[config.mk]
export PLATFORM = sky130hd
export DESIGN_NAME = tempsense_sweep_ctrl
export DESIGN_NICKNAME = d
export VERILOG_FILES = /design/src/rtl/tempsense_sweep_ctrl.sv
export SDC_FILE = /design/constraint.sdc
export NUM_CORES = 1
export LEC_CHECK = 0
export ABC_AREA = 1
export CAP_MARGIN = 20
export CORE_ASPECT_RATIO = 0.6
export CORE_UTILIZATION = 40
export CTS_BUF_LIST = sky130_fd_sc_hd__clkbuf_4 sky130_fd_sc_hd__clkbuf_8
export DETAILED_ROUTE_END_ITERATION = 7
export GPL_TIMING_DRIVEN = 0
export PLACE_DENSITY = 0.72
export SYNTH_ARGS = -nofsm -noshare
export SYNTH_HDL_FRONTEND = slang
export SYNTH_SLANG_ARGS = --single-unit
[constraint.sdc]
create_clock -name clk -period 1.48 [get_ports clk]
set_clock_uncertainty 0.2 [all_clocks]
set_input_delay 0.296 -clock clk [delete_from_list [all_inputs] [get_ports clk]]
set_output_delay 0.296 -clock clk [all_outputs]
set_load 0.03 [all_outputs]
[src/rtl/tempsense_sweep_ctrl.sv]
// Temperature-sensor sweep controller: steps the DAC code down from all-ones until the delay line flips.
// Optional latched alarm comparator enabled by TEMPSENSE_CTRL_ALARM_EN; each step takes i_settle+4 cycles.
module tempsense_sweep_ctrl #(
   parameter int N_VDAC = 6
) (
   input  logic              clk,
   input  logic              reset,
   input  logic              i_start,
   input  logic              i_auto,
   input  logic [3:0]        i_settle,
   input  logic              i_temp_delay,
`ifdef TEMPSENSE_CTRL_ALARM_EN
   input  logic [N_VDAC-1:0] i_alarm_thr,
   input  logic              i_alarm_clr,
`endif
   output logic [N_VDAC-1:0] o_dac_data,
   output logic              o_dac_en,
   output logic              o_precharge_n,
   output logic              o_busy,
   output logic              o_valid,
   output logic [N_VDAC-1:0] o_result,
   output logic              o_nohit,
   output logic              o_alarm
);

   typedef enum logic [2:0] {
      IDLE, PRECHARGE, TRANSITION, MEASURE, EVALUATE, DONE
   } state_t;

   localparam logic [N_VDAC-1:0] CODE_MAX = '1;

   state_t            state, state_n;
   logic [N_VDAC-1:0] code;
   logic              last;
   logic [3:0]        settle_cnt;
   logic              step_start;
   logic              sweep_start;
   logic              hit;

   // A hit needs a 0->1 flip of the delay line, so the first step can never hit.
   assign hit = !last && i_temp_delay;

   always_comb begin
      state_n     = state;
      step_start  = 1'b0;
      sweep_start = 1'b0;
      case (state)
         IDLE: begin
            if (i_start) begin
               state_n     = PRECHARGE;
               step_start  = 1'b1;
               sweep_start = 1'b1;
            end
         end
         PRECHARGE:  state_n = TRANSITION;
         TRANSITION: state_n = MEASURE;
         MEASURE: begin
            if (settle_cnt == 4'd0) state_n = EVALUATE;
         end
         EVALUATE: begin
            if (hit || code == '0) begin
               state_n = DONE;
            end else begin
               state_n    = PRECHARGE;
               step_start = 1'b1;
            end
         end
         DONE: begin
            if (i_auto) begin
               state_n     = PRECHARGE;
               step_start  = 1'b1;
               sweep_start = 1'b1;
            end else begin
               state_n = IDLE;
            end
         end
         default: state_n = IDLE;
      endcase
   end

   always_ff @(posedge clk) begin
      if (reset) begin
         state      <= IDLE;
         code       <= CODE_MAX;
         last       <= 1'b1;
         settle_cnt <= 4'd0;
         o_result   <= '0;
         o_nohit    <= 1'b0;
      end else begin
         state <= state_n;
         // Settle length is frozen at the start of every step.
         if (step_start)
            settle_cnt <= i_settle;
         else if (state == MEASURE && settle_cnt != 4'd0)
            settle_cnt <= settle_cnt - 4'd1;
         if (sweep_start) begin
            code <= CODE_MAX;
            last <= 1'b1;
         end else if (state == EVALUATE) begin
            last <= i_temp_delay;
            if (hit) begin
               o_result <= code;
               o_nohit  <= 1'b0;
            end else if (code == '0) begin
               o_nohit <= 1'b1;
            end else begin
               code <= code - N_VDAC'(1);
            end
         end
      end
   end

   always_comb begin
      o_dac_data    = CODE_MAX;
      o_precharge_n = 1'b0;
      case (state)
         TRANSITION: begin
            o_dac_data    = '0;
            o_precharge_n = 1'b1;
         end
         MEASURE, EVALUATE: begin
            o_dac_data    = code;
            o_precharge_n = 1'b1;
         end
         DONE:    o_dac_data = code;
         default: o_dac_data = CODE_MAX;
      endcase
   end

   assign o_dac_en = (state != IDLE);
   assign o_busy   = (state != IDLE);
   assign o_valid  = (state == DONE);

`ifdef TEMPSENSE_CTRL_ALARM_EN
   always_ff @(posedge clk) begin
      if (reset)
         o_alarm <= 1'b0;
      else if (state == DONE && !o_nohit && o_result < i_alarm_thr)
         o_alarm <= 1'b1;
      else if (i_alarm_clr)
         o_alarm <= 1'b0;
   end
`else
   assign o_alarm = 1'b0;
`endif

endmodule

### Word-level counts from Yosys, hierarchy flattened

Cells that the tools add are included.

| word-level totals | value |
|---|---|
| bits of input ports | 9 |
| output and inout port bits | 18 |
| logic and storage cells | 52 |
| register bits | 21 |

| cells by class | value |
|---|---|
| add/sub/neg operators | 2 |
| mux-type cells | 16 |
| reductions and logical operators | 18 |
| equality and inequality tests | 7 |
| bitwise operators | 3 |

Operators with widths:

| cell | number |
|---|---|
| case mux 3 bit (6 select lines) | 1 |
| case mux 6 bit (2 select lines) | 1 |
| 2-to-1 mux 3 bit | 3 |
| AND reduction 3 bit | 3 |
| 2-to-1 mux 4 bit | 2 |
| 2-to-1 mux 1 bit | 7 |
| == test 3 x 2 -> 1 bit, second input constant | 2 |
| == test 3 bit, second input constant | 2 |
| zero test 6 bit | 1 |
| OR reduction 3 bit | 2 |
| subtractor 6 x 1 -> 6 bit, second input constant | 1 |
| zero test 4 bit | 1 |
| != test 2 bit, second input constant | 2 |
| nonzero test 2 bit | 2 |
| nonzero test 4 bit | 1 |
| subtractor 4 x 1 -> 4 bit, second input constant | 1 |
| == test 3 x 1 -> 1 bit, second input constant | 1 |
| zero test 3 bit | 1 |
| NOT 1 bit | 3 |
| case mux 1 bit (3 select lines) | 1 |
| nonzero test 3 bit | 1 |
| logical AND 1 bit | 2 |
| case mux 1 bit (2 select lines) | 1 |
| AND reduction 2 bit | 1 |
| 3 further kinds | 3 |

### Logic depth before layout (Yosys ltp)

Gate-level depths: netlist of the first run.

| logic depth | value |
|---|---|
| depth after elaboration | 6 |
| mapped depth | 10 |
| depth with buffers taken out | 9 |

### Worst setup path after synthesis of the first run

OpenSTA, ideal clock, no wires.

| timing path | value |
|---|---|
| kind | reg-to-output |
| start | register state[2] |
| end | output o_dac_data[0] |
| buffers on the path | 0 |
| stages on the path, launching flop included | 5 |
| arrival | 1.563 ns |
| path slack | -0.579 ns |
| required time | 0.984 ns |
| path through | dfxtp_1 -> nand3_1 -> inv_1 -> nor3_1 -> o21ai_0 |

| between the ends | value |
|---|---|
| word-level cells in the longest chain between the ends | 3 |
| elaborated cells between the ends (all ways) | 6 |
| those cells by class | eq/ne (4); mux (1); reduce/logical (1) |

RTL lines:

| what | line | text |
|---|---|---|
| start: declaration | 32 | `state_t state, state_n;` |
| start signal: assignment | 90 | `state <= state_n;` |
| == test 3 bit | - |  |
| named net o_valid | 20 | `output logic o_valid,` |
| OR reduction 3 bit (no line) | - |  |
| case mux 6 bit (2 select lines) | 116 | `case (state)` |
| end: declaration | 16 | `output logic [N_VDAC-1:0] o_dac_data,` |

The timed path passes the listed nets, and every way through them passes these cells.

### Final worst setup path of the first run

| timing path | value |
|---|---|
| start | register state[1] |
| end | output o_dac_data[1] |

| between the ends | value |
|---|---|
| word-level cells in the longest chain between the ends | 3 |
| elaborated cells between the ends (all ways) | 6 |
| those cells by class | eq/ne (4); mux (1); reduce/logical (1) |

RTL lines:

| what | line |
|---|---|
| == test 3 bit / == test 3 x 2 -> 1 bit (equally long branches) | 116 |
| OR reduction 3 bit (no line) | - |
| case mux 6 bit (2 select lines) (*) | 116 |

Mark *: on every way between the ends. The rest lies on a longest branch, timed or not.

==> results of run 1 <==
## report_power, final
group          internal (mW)  switching, mW
combinational          0.295          0.360
sequential             0.593         0.0277
clock                  0.210          0.180
total                   1.10          0.567
## kinds of logic (layout without fill, tap and decap cells)
logic type | Yosys count | count (layout) | synth area share
other | 1 | 1 | 0.00329
flip-flops | 21 | 21 | 0.368
XOR/XNOR | 3 | 3 | 0.0230
AO/OA/AOI/OAI | 33 | 33 | 0.151
AND/OR/NAND/NOR | 70 | 70 | 0.309
adder cells (fa/ha/maj) | 2 | 2 | 0.0219
buffers and inverters | 32 | 77 | 0.123
## area by class of cell
| cell class | instances | area, µm² |
|---|---|---|
| multi-input combinational | 109 | 731 |
| sequential | 21 | 432 |
| fill | 208 | 818 |
| timing repair buffer | 41 | 378 |
| tap | 32 | 40.0 |
| inverter | 27 | 116 |
| clock buffer | 4 | 48.8 |
| buffer | 5 | 46.3 |
## registers in the layout (all words and copies together), names as in the netlist
register / cells
code: 6
o_result: 6
settle_cnt: 4
state: 3
last: 1
o_nohit: 1
## routing by layer
metal | global-route usage | vias to the layer above | routed length (µm)
met5 | 0 | - | 0
met4 | 0.0440 | 0 | 47
met3 | 0.0651 | 6 | 161
met2 | 0.340 | 39 | 1510
met1 | 0.290 | 568 | 1500
li1 | - | 618 | -
## what timing repair did
action	4_1_cts	5_1_grt
setup endpoints to repair	34	34
gates cloned	1	1
hold buffers	0	0
gates resized for setup	97	36
pin swaps	6	6
setup buffers	7	10
## cells in the mapped netlist, drive strengths merged
cell type	count
o211ai	3
nor2	14
nor3	3
nand4	5
nand2	32
dfxtp	21
inv	27
xor2	3
a21oi	13
or2	2
buf	5
nand3	14
o21ai	17
ha	2
conb	1
## cell usage in the layout (no fill, tap or decap), drive strengths merged
master and n:
nor2 14, ha 2, or2 2, clkdlybuf4s50 6, dfxtp 21, a21oi 13
buf 32, nor3 3, o211ai 3, nand2 32, conb 1, inv 27
dlygate4sd2 1, clkbuf 10, xor2 3, o21ai 17, nand3 14, nand4 5
clkdlybuf4s15 1
## worst min-delay path by stage
stage	start	endpoint	slack, ns	cells after the start
6_report	reset	state[1]	0.13	2
3_3_place_gp	last	last	0.26	2
4_1_cts	reset	state[1]	0.11	2
2_1_floorplan	last	last	0.25	2
5_1_grt	reset	state[1]	0.15	2
3_5_place_dp	code[0]	code[0]	0.28	2
==> impl_metrics.py, run 1 <==
metrics = {
    "synthesis": {
        "seq_area_frac_synth": 0.368,
        "syn_nets": 173,
        "ys_types": 24,
        "yosys.area.top_type": "dfxtp_1",
        "yosysTopAreaCellShare": 0.368,
        "syn-mean-instance-area_um2": 7.04,
        "ys_top_cells_by_area": "dfxtp_1 (37%), nand2_1 (9.2%), inv_1 (7.9%)",
        "ys_warn_count": 0,
        "syn_area_um2": 1140,
        "ys_ff_latch": 21,
        "synth_cells": 162,
    },
    "detailed_routing": {
        "vias": 1231,
        "wire_per_inst_um": 13.5,
        "first_pass_iters": 6,
        "routed_wl_um": 3220,
        "viasPerCell": 5.15,
        "ant_nets": 0,
        "drc": 0,
        "first_iter_violations": 72,
    },
    "sta": {
        "hold_slack_ns": 0.129,
        "fin_tns_setup_ns": -5.80,
        "finalSetupViolations": 20,
        "finalCritPeriodShare": 1.27,
        "hold_viol": 0,
        "period_needed_ns": 1.88,
        "drv_slew": 0,
        "rsz0062_at_grt": "yes",
        "fin_ws_ns": -0.396,
        "max_freq_mhz": 533,
    },
    "setup_path": {
        "endpoint_kind": "output port",
        "worstPathMaxFanout": 6,
        "crit_required_ns": 0.98,
        "reg2reg_from": "state[1]",
        "crit_chain": "inv_6 > nand3_4 > inv_4 > nor3_4 > buf_12 > o21ai_4 > buf_6",
        "crit_start": "state[1]",
        "reg2reg_depth": 12,
        "critical_path_class": "reg -> out",
        "crit_buf_inv": 4,
        "crit_family": "buffers and inverters",
        "timing.rr.end": "code[4]",
        "start_kind": "flop",
        "r2r_slack_ns": -0.35,
        "worstPathArrival_ns": 1.38,
        "critPathSlowestCell": "dfxtp_4",
        "slowest_delay_ns": 0.38,
        "crit_cells": 7,
        "critPathCapture": "o_dac_data[1]",
    },
    "die": {
        "die_w_um": 71.0,
        "io_pins": 27,
        "die_h_um": 43.4,
        "dieArea_um2": 3080,
        "initial_core_util": 0.437,
        "core-area_um2": 2610,
        "std_cell_rows": 14,
    },
    "layout": {
        "area.growth.synth_to_final_pct": 57.0,
        "nets": 219,
        "n_antenna_cell": 0,
        "final_area_um2": 1790,
        "drive_above_1_share": 0.420,
        "stdcell_count": 239,
        "final_util": 0.686,
    },
    "flow_run": {
        "maxCapViolCount": 0,
    },
    "cts": {
        "cts_buffers": 3,
        "cts_root_buffer": "clkbuf_8",
        "htreeDepth": 1,
        "cts_tree": "yes",
        "clock-sinks": 21,
        "path_clk_slew_ns": 0.07,
        "cts_buffer_depth": 2,
        "clk_latency_ns": 0.26,
    },
    "global_route": {
        "grt_pass1_vias": 1076,
        "antenna_found_initial": 0,
        "globalRouteOverflowTotal": 0,
        "grt_use_total": 0.213,
        "grt_max_degree": 12,
        "grt_pass1_wl_um": 4970,
    },
    "place": {
        "post-place-cells": 218,
        "globalplace.congestion": 0.808,
        "pre_cts_slack_ns": -0.710,
        "io_buffers": 24,
        "placed_area_um2": 1490,
        "hpwl_um": 2130,
    },
    "min_path": {
        "hp-class": "in -> reg",
    },
    "power": {
        "power_leakage_nw": 0.864,
        "p_per_area_nw_per_um2": 930,
        "power_mw": 1.67,
        "ir_worst_vdd_uv": 631,
    },
    "status": {
        "outcome": "finished with violations",
        "violations": "setup timing",
    },
}
Note: power is estimated with default switching activity, not from simulation.
==> run 2, diff against run 1 <==
--- a/config.mk
+++ b/config.mk
@@ -13,6 +13,7 @@
 export DETAILED_ROUTE_END_ITERATION = 7
 export GPL_TIMING_DRIVEN = 0
 export PLACE_DENSITY = 0.72
+export REMOVE_ABC_BUFFERS = 1
 export SYNTH_ARGS = -nofsm -noshare
 export SYNTH_HDL_FRONTEND = slang
 export SYNTH_SLANG_ARGS = --single-unit
==> run 2 against run 1 <==
Against the previous run:
- the run ends with DRC, setup timing left
- clock power shrank 1%
- sequential cell count is the same
- core utilization shrank 3.4 points
- critical endpoint is now o_dac_data[3]
- largest power group is now registers
==> impl_metrics.py, run 2 (synthesis results as in run 1) <==
metrics = {
    "detailed_routing": {
        "wire_per_inst_um": 13.9,
        "routed_wl_um": 3340,
        "drc": 2,
        "ant_nets": 0,
        "first_iter_violations": 97,
        "vias": 1260,
        "first_pass_iters": 7,
        "viasPerCell": 5.23,
    },
    "global_route": {
        "globalRouteOverflowTotal": 0,
        "antenna_found_initial": 0,
        "grt_use_total": 0.216,
        "grt_pass1_vias": 1131,
        "grt_pass1_wl_um": 5070,
        "grt_max_degree": 14,
    },
    "layout": {
        "top_regs": "code: 6 flops, o_result: 6 flops, settle_cnt: 4 flops",
        "area.growth.synth_to_final_pct": 49.3,
        "stdcell_count": 241,
        "drive_above_1_share": 0.388,
        "n_antenna_cell": 0,
        "mostFrequentLayoutCells": "nand2_1 (25), buf_4 (25), dfxtp_1 (17)",
        "final_util": 0.653,
        "nets": 221,
    },
    "sta": {
        "fin_tns_setup_ns": -4.25,
        "drv_slew": 0,
        "fin_ws_ns": -0.455,
        "finalCritPeriodShare": 1.31,
        "max_freq_mhz": 517,
        "finalSetupViolations": 20,
        "rsz0062_at_grt": "yes",
        "hold_viol": 0,
        "period_needed_ns": 1.94,
    },
    "status": {
        "outcome": "finished with violations",
        "violations": "DRC, setup timing",
    },
    "cts": {
        "cts_tree": "yes",
        "cts_buffer_depth": 2,
        "cts_root_buffer": "clkbuf_8",
        "clk_latency_ns": 0.26,
        "clock-sinks": 21,
        "holdBufCountCts": 0,
        "cts_buffers": 3,
        "htreeDepth": 1,
        "path_clk_slew_ns": 0.08,
    },
    "setup_path": {
        "crit_buf_inv": 1,
        "crit_required_ns": 0.98,
        "crit_family": "simple AND/OR/NAND/NOR gates",
        "critical_path_class": "reg -> out",
        "r2r_slack_ns": -0.17,
        "start_kind": "flop",
        "worstPathMaxFanout": 6,
        "endpoint_kind": "output port",
        "crit_chain": "nand2_2 > nor2_4 > nor3_4 > o21ai_1 > buf_4",
        "worstPathArrival_ns": 1.44,
        "slowest_delay_ns": 0.38,
        "critPathSlowestCell": "dfxtp_4",
    },
    "die": {
        "die_h_um": 43.4,
        "std_cell_rows": 14,
        "initial_core_util": 0.437,
        "dieArea_um2": 3080,
        "die_w_um": 71.0,
        "io_pins": 27,
        "core-area_um2": 2610,
    },
    "place": {
        "hpwl_um": 2030,
        "io_buffers": 25,
        "globalplace.congestion": 0.861,
        "pre_cts_slack_ns": -0.890,
        "post-place-cells": 214,
    },
    "flow_run": {
        "maxCapViolCount": 0,
    },
    "power": {
        "switching_share": 0.355,
        "power_mw": 1.58,
        "intPower_mw": 1.02,
        "p_clk_frac": 0.244,
        "switchingPower_mw": 0.563,
        "seqPwrFrac": 0.394,
        "ir_worst_vdd_uv": 526,
        "power_leakage_nw": 0.831,
        "comb_power_share": 0.362,
        "p_per_area_nw_per_um2": 930,
    },
    "min_path": {
        "hp-class": "reg -> reg",
    },
}
[run 2: cell types whose count changed in the layout (fill, tap and decap cells not counted), moves of 3 or more]
cell	before	now
buf_4	13	25
buf_6	17	7
o21ai_1	2	11
o21ai_2	7	0
inv_2	4	8
inv_1	18	15
o21ai_4	3	0
[run 2: what timing repair did]
action                     in CTS  in global routing
pin swaps                       7                  7
setup buffers                  16                  6
setup endpoints to repair      35                 33
gates cloned                    0                  1
gates resized for setup       109                 35
[run 2: area by class of cell]
type                            count  area, µm²
Clock buffer                        3       41.3
Sequential cell                    21        433
Tap cell                           32       40.0
Fill cell                         217        906
Inverter                           27        111
Timing Repair Buffer               47        393
Multi-Input combinational cell    110        681
Clock inverter                      1       5.00
[run 2: final timing paths]
path,from,to,depth (start not counted)
worst max-delay path,state[0],o_dac_data[3],5
worst min-delay path,last,last,2
worst max register to register,state[2],code[4],8
worst min register to register,last,last,2
[run 2: layer usage]
metal / global-route usage / routed length, µm / vias to the layer above
met4: 0.0680 / 20 / 0
met1: 0.270 / 1500 / 582
li1: - / - / 624
met3: 0.0628 / 263 / 2
met5: 0 / 0 / -
met2: 0.367 / 1560 / 52
[run 2: power by group through the flow]
stage	registers [mW]	clock network, mW	logic (mW)
floorplan	0.621	0	0.311
global placement	0.624	0	0.459
detailed placement	0.626	0	0.467
CTS	0.614	0.387	0.513
global route	0.628	0.419	0.612
finish	0.625	0.386	0.573
[run 2: through the flow]
step | hold slack [ns] | cell area, µm²
after floorplan | 0.165 | 1100
after global placement | 0.256 | 1390
after detailed placement | 0.278 | 1390
after CTS | 0.297 | 1600
after global routing | 0.332 | 1700
final | 0.305 | 1700
[run 2: worst register-to-register path: cells and delay by family (launching register included)]
kind / cells / cell delay [ns]
simple gates: 5 / 0.58
flops: 1 / 0.41
buf+inv: 2 / 0.25
compound gates: 1 / 0.12
